<file path="src/rtl/reg_wb_pkg.sv">
// Shared types and constants for the register-file write-back path.
package reg_wb_pkg;

  localparam int unsigned REG_ADDR_W = 5;
  localparam int unsigned REG_DATA_W = 32;
  localparam logic [REG_ADDR_W-1:0] ZERO_REG = 5'd0;

  typedef struct packed {
    logic [REG_ADDR_W-1:0] addr;
    logic [REG_DATA_W-1:0] data;
  } wb_entry_t;

endpackage

</file>
<file path="src/rtl/reg_wb_fwd.sv">
// Youngest-match forwarding search over the write-back queue entries.
module reg_wb_fwd
  import reg_wb_pkg::*;
#(
  parameter int unsigned DEPTH = 4,
  localparam int unsigned PTR_W = $clog2(DEPTH)
) (
  input  wb_entry_t [DEPTH-1:0]      i_entries,
  input  logic      [DEPTH-1:0]      i_valid,
  input  logic      [PTR_W-1:0]      i_head,
  input  logic      [REG_ADDR_W-1:0] i_reg,
  output logic                       o_hit,
  output logic      [REG_DATA_W-1:0] o_dat
);

  logic [PTR_W-1:0] w_idx;

  // Walk from oldest (head) to youngest so the last match wins.
  always_comb begin
    o_hit = 1'b0;
    o_dat = '0;
    w_idx = '0;
    for (int k = 0; k < int'(DEPTH); k++) begin
      w_idx = i_head + PTR_W'(k);
      if (i_valid[w_idx] && (i_entries[w_idx].addr == i_reg) && (i_reg != ZERO_REG)) begin
        o_hit = 1'b1;
        o_dat = i_entries[w_idx].data;
      end
    end
  end

endmodule

</file>
<file path="src/rtl/reg_wb_queue.sv">
// Write-back FIFO in front of the register file write port, with two forwarding lookups.
module reg_wb_queue
  import reg_wb_pkg::*;
#(
  parameter int unsigned DEPTH  = 4,
  parameter int unsigned DATA_W = REG_DATA_W,
  parameter int unsigned ADDR_W = REG_ADDR_W,
  localparam int unsigned CNT_W = $clog2(DEPTH + 1)
) (
  input  logic              clk,
  input  logic              rst,
  input  logic              in_valid,
  output logic              in_ready,
  input  logic [ADDR_W-1:0] in_reg,
  input  logic [DATA_W-1:0] in_data,
  input  logic              wb_hold,
  output logic              RegWrite,
  output logic [ADDR_W-1:0] regW,
  output logic [DATA_W-1:0] Wdat,
  input  logic [ADDR_W-1:0] fa_reg,
  output logic              fa_hit,
  output logic [DATA_W-1:0] fa_dat,
  input  logic [ADDR_W-1:0] fb_reg,
  output logic              fb_hit,
  output logic [DATA_W-1:0] fb_dat,
  output logic [CNT_W-1:0]  count
);

  localparam int unsigned PTR_W = $clog2(DEPTH);

  wb_entry_t [DEPTH-1:0] r_mem;
  logic [PTR_W-1:0]      r_rd;
  logic [PTR_W-1:0]      r_wr;
  logic [CNT_W-1:0]      r_count;

  logic                  w_nonempty;
  logic                  w_drain;
  logic                  w_enq;
  logic                  w_push;
  logic [DEPTH-1:0]      w_valid;
  logic [PTR_W-1:0]      w_age;
  wb_entry_t             w_head;
  logic [REG_DATA_W-1:0] w_fa_dat;
  logic [REG_DATA_W-1:0] w_fb_dat;

  assign w_nonempty = (r_count != '0);
  assign w_drain    = w_nonempty & ~wb_hold & ~rst;
  assign in_ready   = ~rst & ((r_count < CNT_W'(DEPTH)) | w_drain);
  assign w_enq      = in_valid & in_ready;
  // Writes to $0 are accepted but never stored.
  assign w_push     = w_enq & (in_reg != ADDR_W'(0));

  assign w_head   = r_mem[r_rd];
  assign RegWrite = w_drain;
  assign regW     = w_nonempty ? ADDR_W'(w_head.addr) : '0;
  assign Wdat     = w_nonempty ? DATA_W'(w_head.data) : '0;
  assign count    = r_count;

  always_ff @(posedge clk) begin
    if (rst) begin
      r_rd    <= '0;
      r_wr    <= '0;
      r_count <= '0;
    end else begin
      if (w_push) r_wr <= r_wr + PTR_W'(1);
      if (w_drain) r_rd <= r_rd + PTR_W'(1);
      case ({w_push, w_drain})
        2'b10:   r_count <= r_count + CNT_W'(1);
        2'b01:   r_count <= r_count - CNT_W'(1);
        default: r_count <= r_count;
      endcase
    end
  end

  // Entry storage needs no reset; validity comes from pointers and count.
  always_ff @(posedge clk) begin
    if (w_push) begin
      r_mem[r_wr].addr <= REG_ADDR_W'(in_reg);
      r_mem[r_wr].data <= REG_DATA_W'(in_data);
    end
  end

  always_comb begin
    w_valid = '0;
    w_age   = '0;
    for (int i = 0; i < int'(DEPTH); i++) begin
      w_age      = PTR_W'(i) - r_rd;
      w_valid[i] = (CNT_W'(w_age) < r_count);
    end
  end

  reg_wb_fwd #(.DEPTH(DEPTH)) u_fwd_a (
    .i_entries (r_mem),
    .i_valid   (w_valid),
    .i_head    (r_rd),
    .i_reg     (REG_ADDR_W'(fa_reg)),
    .o_hit     (fa_hit),
    .o_dat     (w_fa_dat)
  );

  reg_wb_fwd #(.DEPTH(DEPTH)) u_fwd_b (
    .i_entries (r_mem),
    .i_valid   (w_valid),
    .i_head    (r_rd),
    .i_reg     (REG_ADDR_W'(fb_reg)),
    .o_hit     (fb_hit),
    .o_dat     (w_fb_dat)
  );

  assign fa_dat = DATA_W'(w_fa_dat);
  assign fb_dat = DATA_W'(w_fb_dat);

endmodule

</file>
<file path="config.mk">
export PLATFORM = sky130hd
export DESIGN_NAME = reg_wb_queue
export DESIGN_NICKNAME = d
export VERILOG_FILES = /design/src/rtl/reg_wb_pkg.sv /design/src/rtl/reg_wb_fwd.sv /design/src/rtl/reg_wb_queue.sv
export SDC_FILE = /design/constraint.sdc
export NUM_CORES = 1
export LEC_CHECK = 0
export BUFFER_PORTS_ARGS = -buffer_cell sky130_fd_sc_hd__buf_2
export CORE_ASPECT_RATIO = 1.4
export CORE_MARGIN = 5
export CORE_UTILIZATION = 40
export CTS_CLUSTER_SIZE = 25
export DETAILED_ROUTE_END_ITERATION = 8
export MAX_ROUTING_LAYER = met4
export PLACE_DENSITY = 0.64
export SKIP_LAST_GASP = 1
export SYNTH_ARGS = -nofsm -noshare
export SYNTH_HDL_FRONTEND = slang
export SYNTH_HIERARCHICAL = 1
export SYNTH_SLANG_ARGS = --single-unit
export TNS_END_PERCENT = 100
</file>
<file path="constraint.sdc">
create_clock -name clk -period 6.8 [get_ports clk]
set_input_delay 1.36 -clock clk [delete_from_list [all_inputs] [get_ports clk]]
set_output_delay 1.36 -clock clk [all_outputs]
set_load 0.01 [all_outputs]
</file>
==> flow_metrics.py, run 1 <==
metrics = {
    "cts": {
        "clk_latency_ns": 0.46,
        "clkTransAtPathRegs_ns": 0.06,
        "cts_buffer_depth": 2,
        "cts_tree": "built",
        "clock_sinks": 155,
        "cts_setup_buffers": 0,
        "htreeDepth": 4,
        "cts_resized": 0,
        "clockRootBuffer": "clkbuf_16",
        "cts_hold_buffers": 0,
        "cts_made_buffers": 17,
    },
    "timing": {
        "clock-skew-final_ns": 0.009174,
        "rsz0062_at_grt": "no",
        "relSlewSlack_pct": 19.44,
        "setup_viol": 0,
        "slew_violations": 0,
        "holdWs_ns": 0.5228,
        "finalHoldViolCount": 0,
        "setup_tns_ns": 0,
        "worstMarginPinSlew_ns": 1.208,
        "fin_crit_sh_pct": 88.40,
        "fin_ws_ns": 0.7888,
        "finalCriticalPeriod_ns": 6.011,
        "fmax_ghz": 0.1664,
    },
    "finish": {
        "drive_gt1_share_pct": 34.00,
        "syn_to_final_growth_pct": 7.764,
        "finalNetCount": 1837,
        "fillers": 4069,
    },
    "synthesis": {
        "netlist_instances": 1749,
        "syn_area_per_cell_sq_um": 10.17,
        "ys.flop_type": "edfxtp_1",
        "synth_edf_count": 148,
        "syn_nets": 1810,
        "synth-seq-cells": 155,
        "yosys_warnings": 6,
        "async_reset_ff_share_pct": 0,
        "synth_most_common_cell": "mux2i_1",
        "synth.distinct_cells": 59,
        "ys_top_cells_by_area": "edfxtp_1 (25%), mux2i_1 (13%), mux4_2 (7.7%), nor3_1 (5.1%), and2_1 (4.6%)",
        "synth_top_cell_by_area": "edfxtp_1",
        "synth_common_cells": "mux2i_1 (227), nor3_1 (181), edfxtp_1 (148)",
        "syn_area_sq_mm": 0.01779,
        "seq_area_frac_synth_pct": 25.77,
        "synth_top_area_share_pct": 24.98,
    },
    "detailed_routing": {
        "vias_per_cell": 6.493,
        "remaining_drc_errors": 0,
        "routedWlPerCell_um": 24.84,
        "antenna_left": 0,
        "first_pass_iters": 8,
        "vias": 15270,
        "drt-total-wl_mm": 58.40,
        "drt_iter0_drc": 1611,
    },
    "global_routing": {
        "grt_pass1_wl_mm": 86.87,
        "antenna_found_initial": 3,
        "grt_max_degree": 98,
        "first_global_vias": 15000,
        "grt-ovfl-total": 0,
        "grt_usage_pct": 23.18,
    },
    "floorplanning": {
        "die_height_um": 259.5,
        "core-area_sq_mm": 0.04406,
        "rows": 91,
        "die_area_sq_mm": 0.04886,
        "die_w_um": 188.2,
        "start_util_pct": 40.38,
        "ios": 159,
    },
    "status": {
        "outcome": "complete, no violations",
    },
    "place": {
        "place_ws_ns": 1.320,
        "dp_hpwl_mm": 36.65,
        "portBuffers": 158,
        "gp_congestion": 0.8772,
    },
    "power_and_ir_drop": {
        "p_total_w": 0.003463,
        "vdd.ir_drop.worst_v": 0.0002016,
        "powerDensity_mw_per_mm2": 180.6,
        "p_leak_nw": 6.027,
    },
    "worst_hold_path": {
        "hp-class": "reg -> reg",
    },
    "setup_path": {
        "crit_arrival_ns": 4.65,
        "path_max_fanout": 58,
        "critPathKind": "reg -> out",
        "crit_path_end_kind": "output port",
        "crit_path_start_kind": "flip-flop",
        "crit_required_ns": 5.44,
    },
    "flow_run": {
        "cap_viol_max_count": 0,
    },
}
==> cells in the final DEF (no fill, tap or decap), types with 69 or more instances in the layout <==
cell type,n
a21oi_1,74
mux2_2,69
nor3_2,80
buf_2,158
o21ai_0,86
edfxtp_1,148
and2_1,128
nor3_1,181
mux2i_1,227
==> path summary, 6_finish.rpt <==
check / slack [ns] / depth (start not counted) / to / start
worst max-delay path: 0.79 / 9 / fa_dat[10] / r_rd[1]$_SDFFE_PP0P_
worst min-delay path: 0.52 / 1 / r_wr[0]$_SDFFE_PP0P_ / r_wr[0]$_SDFFE_PP0P_
worst max register to register: 4.00 / 9 / count[2]$_SDFFE_PP0P_ / count[2]$_SDFFE_PP0P_
worst min register to register: 0.52 / 1 / r_wr[0]$_SDFFE_PP0P_ / r_wr[0]$_SDFFE_PP0P_
==> registers in the layout (all words and copies together), names as in the netlist <==
| signal | flops |
|---|---|
| r_mem | 148 |
| count | 3 |
| r_rd | 2 |
| r_wr | 2 |
==> critical path: stages, from the launching register on <==
cell and delay (ns):
dfxtp_4 0.88, buf_4 0.80, mux4_2 0.42, xnor2_1 0.28, nand3_4 0.40, buf_4 0.44, nor3_1 0.26, nor4_1 0.10
a211oi_2 0.38, buf_2 0.20
==> layer usage <==
metal / global-route usage (%) / part of all wire, % / vias up
li1: - / - / 6801
met4: 13.28 / 5.2 / 0
met1: 26.62 / 39 / 7499
met5: - / 0 / -
met3: 3.471 / 7.0 / 201
met2: 38.69 / 49 / 765
==> layout make-up <==
type	instances	area, sq um	share of cell area [%]
inverters	10	40.04	0.2088
repair buffers	204	1211	6.317
well taps	558	698.2	3.641
multi-input cells	1388	12060	62.90
diodes	5	12.51	0.06526
clock buffers	19	432.9	2.258
flip-flops and latches	155	4592	23.95
clock inverters	12	126.4	0.6591
==> cell families (layout without fill, tap and decap cells) <==
| group | after synthesis | in the layout | synth area share [%] |
|---|---|---|---|
| AND/OR/NAND/NOR | 614 | 614 | 24.31 |
| AO/OA/AOI/OAI | 360 | 360 | 14.83 |
| multiplexers | 357 | 357 | 24.86 |
| buffers and inverters | 206 | 245 | 7.089 |
| flip-flops | 155 | 155 | 25.77 |
| XOR/XNOR | 47 | 47 | 2.398 |
| adder cells (fa/ha/maj) | 10 | 10 | 0.7454 |
| other | 0 | 5 | 0 |
==> report_power, final <==
part	total (W)	leakage (nW)	switching [W]	internal, W
Combinational	0.00137	4.41	0.000817	0.000551
Clock	0.000941	0.262	0.000406	0.000535
Sequential	0.00115	1.36	0.0000576	0.00110
Total	0.00346	6.03	0.00128	0.00218
==> per-stage QoR <==
step                      std cells  util (%)  area [sq um]
after floorplan                1749         -         17790
after global placement         2315     42.22         18600
after detailed placement       2315     42.22         18600
final                          2351     43.51         19170
after CTS                      2346     43.48         19160
after global routing           2350     43.51         19170
(Power assumes the default switching activity.)
==> inputs of run 2 (changes only) <==
- PLACE_DENSITY: 0.64 -> 0.66
- SYNTH_HIERARCHICAL: 1 -> unset
==> run 2 against run 1 <==
Wire length down 33%; global-route usage shrank 0.15 points; combinational power is 38% lower; critical path depth grew 2; fmax increased by 3.4%; first-iteration DRC count down 39%; total power fell by 15%; die area down 30%; critical path type unchanged; largest power group is now sequential cells.
==> flow_metrics.py, run 2 <==
metrics = {
    "status": {
        "outcome": "complete, no violations",
    },
    "finish": {
        "regMostFlops": "r_mem",
        "fin_area_sq_mm": 0.01389,
        "final_common_cell": "buf_2",
        "drive_gt1_share_pct": 21.63,
        "syn_to_final_growth_pct": 13.17,
        "most-common-layout-cells": "buf_2 (158), edfxtp_1 (148), mux2i_1 (147), nand2_1 (136), and2_1 (129)",
        "finalNetCount": 1473,
        "final_cell_count_no_fill": 1820,
        "largest_register_ffs": 148,
    },
    "timing": {
        "finalCriticalPeriod_ns": 5.813,
        "setup_viol": 0,
        "rsz0062_at_grt": "no",
        "fin_ws_ns": 0.9873,
        "slew_violations": 0,
        "setup_tns_ns": 0,
        "clock-skew-final_ns": 0.02080,
        "fin_crit_sh_pct": 85.48,
        "relSlewSlack_pct": 27.11,
        "finalHoldViolCount": 0,
        "worstMarginPinSlew_ns": 1.093,
        "fmax_ghz": 0.1720,
    },
    "global_routing": {
        "first_global_vias": 10780,
        "grt_max_degree": 70,
        "use_met2_pct": 39.42,
        "grt_pass1_wl_mm": 59.31,
        "use_met3_pct": 3.402,
        "antenna_found_initial": 6,
        "grt_usage_pct": 23.04,
        "groute.layer.met1.usage_pct": 26.68,
        "grt-ovfl-total": 0,
        "top_usage_layer": "met2",
    },
    "synthesis": {
        "syn_area_per_cell_sq_um": 9.248,
        "async_reset_ff_share_pct": 0,
        "synth.distinct_cells": 62,
        "netlist_instances": 1327,
        "yosys_warnings": 0,
        "synth_common_cells": "edfxtp_1 (148), mux2i_1 (147), nand2_1 (136)",
        "ys_top_cells_by_area": "edfxtp_1 (36%), mux2i_1 (12%), and2_1 (6.8%), a21oi_1 (4.7%), nand2_1 (4.2%)",
        "seq_area_frac_synth_pct": 37.36,
        "synth_edf_count": 148,
        "syn_area_sq_mm": 0.01227,
        "synth_top_cell_by_area": "edfxtp_1",
        "syn_nets": 1388,
        "ys.flop_type": "edfxtp_1",
        "synth_top_area_share_pct": 36.22,
        "synth_most_common_cell": "edfxtp_1",
        "synth-seq-cells": 155,
    },
    "detailed_routing": {
        "routedWlPerCell_um": 21.50,
        "vias": 10660,
        "vias_per_cell": 5.854,
        "remaining_drc_errors": 0,
        "first_pass_iters": 8,
        "drt-total-wl_mm": 39.13,
        "antenna_left": 0,
        "drt_iter0_drc": 989,
    },
    "cts": {
        "cts_buffer_depth": 2,
        "htreeDepth": 4,
        "cts_setup_buffers": 0,
        "clockRootBuffer": "clkbuf_16",
        "cts_hold_buffers": 0,
        "cts_made_buffers": 17,
        "cts_resized": 0,
        "clock_sinks": 155,
        "clk_latency_ns": 0.44,
        "cts_tree": "built",
        "clkTransAtPathRegs_ns": 0.07,
    },
    "worst_hold_path": {
        "hp-class": "reg -> reg",
    },
    "setup_path": {
        "crit_arrival_ns": 4.45,
        "crit_path_start_kind": "flip-flop",
        "critPathKind": "reg -> out",
        "path_max_fanout": 43,
        "crit_path_end_kind": "output port",
        "crit_required_ns": 5.44,
    },
    "floorplanning": {
        "ios": 159,
        "die_area_sq_mm": 0.03433,
        "core-area_sq_mm": 0.03052,
        "die_height_um": 217.2,
        "rows": 76,
        "die_w_um": 158.0,
        "start_util_pct": 40.20,
    },
    "place": {
        "dp_cells": 1783,
        "gp_congestion": 0.9380,
        "dpl_cell_area_sq_mm": 0.01327,
        "portBuffers": 158,
        "dp_hpwl_mm": 26.88,
        "place_ws_ns": 1.359,
    },
    "flow_run": {
        "cap_viol_max_count": 0,
    },
    "power_and_ir_drop": {
        "powerDensity_mw_per_mm2": 211.4,
        "vdd.ir_drop.worst_v": 0.0001085,
        "p_leak_nw": 5.104,
    },
}
run 2: cell count changes in the layout (fill, tap and decap cells not counted), sizes merged, moves of 42 or more:
cell	change
nor3	-192
nand2	+133
nor4	-123
nor2	+114
o21ai	-98
mux2i	-79
a21o	-63
a211oi	-59
mux4	-48
a21oi	+42
run 2: worst paths after layout:
| kind | start | endpoint | slack [ns] | cells after the start |
|---|---|---|---|---|
| worst max register to register | count[2]$_SDFFE_PP0P_ | r_mem[134]$_DFFE_PP_ | 4.02 | 5 |
| worst max-delay path | r_rd[1]$_SDFFE_PP0P_ | fb_dat[10] | 0.99 | 11 |
| worst min-delay path | r_wr[1]$_SDFFE_PP0P_ | r_wr[1]$_SDFFE_PP0P_ | 0.56 | 2 |
| worst min register to register | r_wr[1]$_SDFFE_PP0P_ | r_wr[1]$_SDFFE_PP0P_ | 0.56 | 2 |
run 2: critical path, cell delays in order (launching register included):
cell and delay (ns):
dfxtp_4 0.76, inv_1 0.20, ha_1 0.37, xor2_1 0.16, a221oi_1 0.43, o32ai_1 0.21
nor4_1 0.83, o31ai_4 0.14, buf_4 0.34, o22ai_1 0.30, a21oi_1 0.10, buf_2 0.16
run 2: cells by family after synthesis:
logic type	Yosys count	share of synthesized area, %
DFF	155	37.36
adders and majority gates	10	1.081
xor gates and xnor gates	47	3.354
and+or+nand+nor	499	19.42
buffers and inverters	138	5.322
AOI/OAI and AO/OA	282	15.63
muxes	196	17.83
run 2: report_power, final:
| part | switching, W | leakage (nW) | internal (W) |
|---|---|---|---|
| combinational | 0.000554 | 3.27 | 0.000292 |
| sequential | 0.0000244 | 1.54 | 0.00107 |
| clock | 0.000386 | 0.291 | 0.000609 |
run 2: layout make-up:
cell class	instances	area, sq um
well taps	390	488.0
diodes	6	15.01
multi-input cells	1034	7112
flip-flops and latches	155	4592
fillers	2896	16640
clock buffers	18	429.2
repair buffers	188	1016
inverters	16	61.31
clock inverters	13	175.2
run 2: per-layer routing:
layer / share of wire (%) / wire length, um
met5: 0 / 0
met4: 3.4 / 1337
met3: 5.8 / 2276
met2: 51 / 20060
met1: 39 / 15450
run 2: stage by stage:
step / power, W / util [%] / hold WS [ns]
3_3_place_gp: 0.001944 / 43.47 / 0.5366
6_report: 0.002937 / 45.50 / 0.5619
3_5_place_dp: 0.001955 / 43.47 / 0.5552
4_1_cts: 0.002941 / 45.45 / 0.5634
2_1_floorplan: 0.001681 / - / 0.5136
5_1_grt: 0.003063 / 45.50 / 0.6046
==> inputs of run 3 (changes only) <==
- BUFFER_PORTS_ARGS: -buffer_cell sky130_fd_sc_hd__buf_2 -> -buffer_cell sky130_fd_sc_hd__buf_4
- CORE_ASPECT_RATIO: 1.4 -> 0.7
- RECOVER_POWER: unset -> 100
==> run 3 against run 2 <==
The flow now finishes with violations (max-capacitance violations, max-slew violations); global-route usage increased by 0.26 points; first-iteration DRC count increased by 22%; die area about the same; wire length increased by 2.0%; utilization increased by 0.47 points; clock power decreased by 0.6%; clock skew decreased by 0.015 ns; flip-flop and latch count unchanged; cell count increased by 0.82%; combinational power decreased by 0.8%.
==> flow_metrics.py, run 3 (synthesis gave the netlist of run 2 again) <==
metrics = {
    "finish": {
        "regMostFlops": "r_mem",
        "most-common-layout-cells": "edfxtp_1 (148), mux2i_1 (147), nand2_1 (136), nor2_1 (127), a21oi_1 (116)",
        "drive_gt1_share_pct": 13.57,
        "fillers": 2907,
        "final_common_cell": "edfxtp_1",
        "multi_input_area_sq_mm": 0.006999,
        "ff_latch_area_sq_mm": 0.004589,
        "final_util_pct": 45.97,
        "largest_register_ffs": 148,
        "syn_to_final_growth_pct": 12.79,
        "finalNetCount": 1472,
    },
    "power_and_ir_drop": {
        "powerDensity_mw_per_mm2": 211.8,
        "vdd.ir_drop.worst_v": 0.0001694,
        "p_leak_nw": 4.693,
    },
    "detailed_routing": {
        "antenna_left": 0,
        "routedWlPerCell_um": 21.75,
        "drt-total-wl_mm": 39.92,
        "remaining_drc_errors": 0,
        "first_pass_iters": 6,
        "vias_per_cell": 5.894,
        "vias": 10820,
        "drt_iter0_drc": 1207,
    },
    "cts": {
        "clock_sinks": 155,
        "clkTransAtPathRegs_ns": 0.06,
        "cts_setup_buffers": 0,
        "cts_resized": 0,
        "clockRootBuffer": "clkbuf_16",
        "cts_tree": "built",
        "clk_latency_ns": 0.43,
        "cts_made_buffers": 17,
        "cts_hold_buffers": 0,
        "cts_buffer_depth": 2,
        "htreeDepth": 4,
    },
    "place": {
        "portBuffers": 158,
        "gp_congestion": 0.9933,
        "dp_hpwl_mm": 26.20,
    },
    "timing": {
        "finalHoldViolCount": 0,
        "finalCriticalPeriod_ns": 6.259,
        "worstMarginPinSlew_ns": 2.700,
        "setup_viol": 0,
        "slew_violations": 312,
        "relSlewSlack_pct": -80.00,
        "fmax_ghz": 0.1598,
        "fin_crit_sh_pct": 92.04,
        "setup_tns_ns": 0,
        "rsz0062_at_grt": "no",
        "clock-skew-final_ns": 0.006193,
    },
    "setup_path": {
        "path_max_fanout": 90,
        "crit_arrival_ns": 4.90,
        "crit_path_end_kind": "output port",
        "crit_path_frequent_cell": "buf_4",
        "cp_cell_sequence": "buf_4 -> a21oi_1 -> o21bai_1 -> a31oi_1 -> o31ai_4 -> clkbuf_1 -> o221ai_1 -> a22o_1 -> buf_4",
        "crit_required_ns": 5.44,
        "crit_path_start_kind": "flip-flop",
        "critPathKind": "reg -> out",
        "cp_slowest_cell": "dfxtp_2",
        "max_stage_delay_ns": 0.91,
    },
    "floorplanning": {
        "die_w_um": 219.4,
        "start_util_pct": 40.76,
        "ios": 159,
        "die_area_sq_mm": 0.03434,
        "core-area_sq_mm": 0.03011,
        "rows": 53,
        "die_height_um": 156.5,
    },
    "global_routing": {
        "antenna_found_initial": 1,
        "grt_pass1_wl_mm": 60.06,
        "grt_usage_pct": 23.30,
        "first_global_vias": 10240,
        "grt_max_degree": 91,
        "grt-ovfl-total": 0,
    },
    "status": {
        "violations": "max-capacitance violations, max-slew violations",
        "outcome": "finished with violations",
    },
    "flow_run": {
        "cap_viol_max_count": 10,
    },
    "worst_hold_path": {
        "hp-class": "reg -> reg",
    },
}
## run 3: worst paths after layout
path / cells past startpoint / slack, ns / to / startpoint
max: 9 / 0.54 / fa_dat[2] / r_rd[0]$_SDFFE_PP0P_
min: 2 / 0.56 / r_wr[1]$_SDFFE_PP0P_ / r_wr[1]$_SDFFE_PP0P_
min reg2reg: 2 / 0.56 / r_wr[1]$_SDFFE_PP0P_ / r_wr[1]$_SDFFE_PP0P_
max reg2reg: 4 / 1.83 / r_mem[56]$_DFFE_PP_ / r_wr[0]$_SDFFE_PP0P_
## run 3: layout make-up
cell class	count	share of cell area, %
Tap cell	412	3.724
Timing Repair Buffer	187	7.847
Multi-Input combinational cell	1034	50.57
Clock inverter	10	1.085
Sequential cell	155	33.16
Inverter	16	0.4430
Clock buffer	20	3.155
Antenna cell	1	0.01808
## run 3: worst max-delay path: cells and delay by family, from the launching register on
kind	cells	cell delay (ns)
buffers and inverters	3	1.53
AO/OA/AOI/OAI	6	1.96
flip-flops	1	0.91
## run 3: metal layers
metal | global-route usage, % | up-vias | wire, um
met3 | 5.802 | 50 | 3989
met5 | - | - | 0
met1 | 32.46 | 5226 | 17920
met4 | 4.513 | 0 | 472
li1 | - | 4971 | -
met2 | 34.82 | 568 | 17540
## run 3: report_power, final
part / internal (W) / total [W] / switching, W
clock network: 0.000605 / 0.000989 / 0.000384
registers: 0.00107 / 0.00110 / 0.0000314
logic: 0.000283 / 0.000838 / 0.000555
## run 3: through the flow
stage / cells / power [W] / hold WS [ns] / worst slack, ns / cell area, sq um
finish: 1835 / 0.002932 / 0.5580 / 0.5411 / 13840
global route: 1835 / 0.003052 / 0.6112 / 0.2801 / 13840
CTS: 1834 / 0.002977 / 0.5604 / 0.9015 / 14290
detailed placement: 1804 / 0.001998 / 0.5496 / 1.370 / 13700
global placement: 1804 / 0.001988 / 0.5538 / 1.377 / 13700
floorplan: 1327 / 0.001681 / 0.5136 / 1.601 / 12270
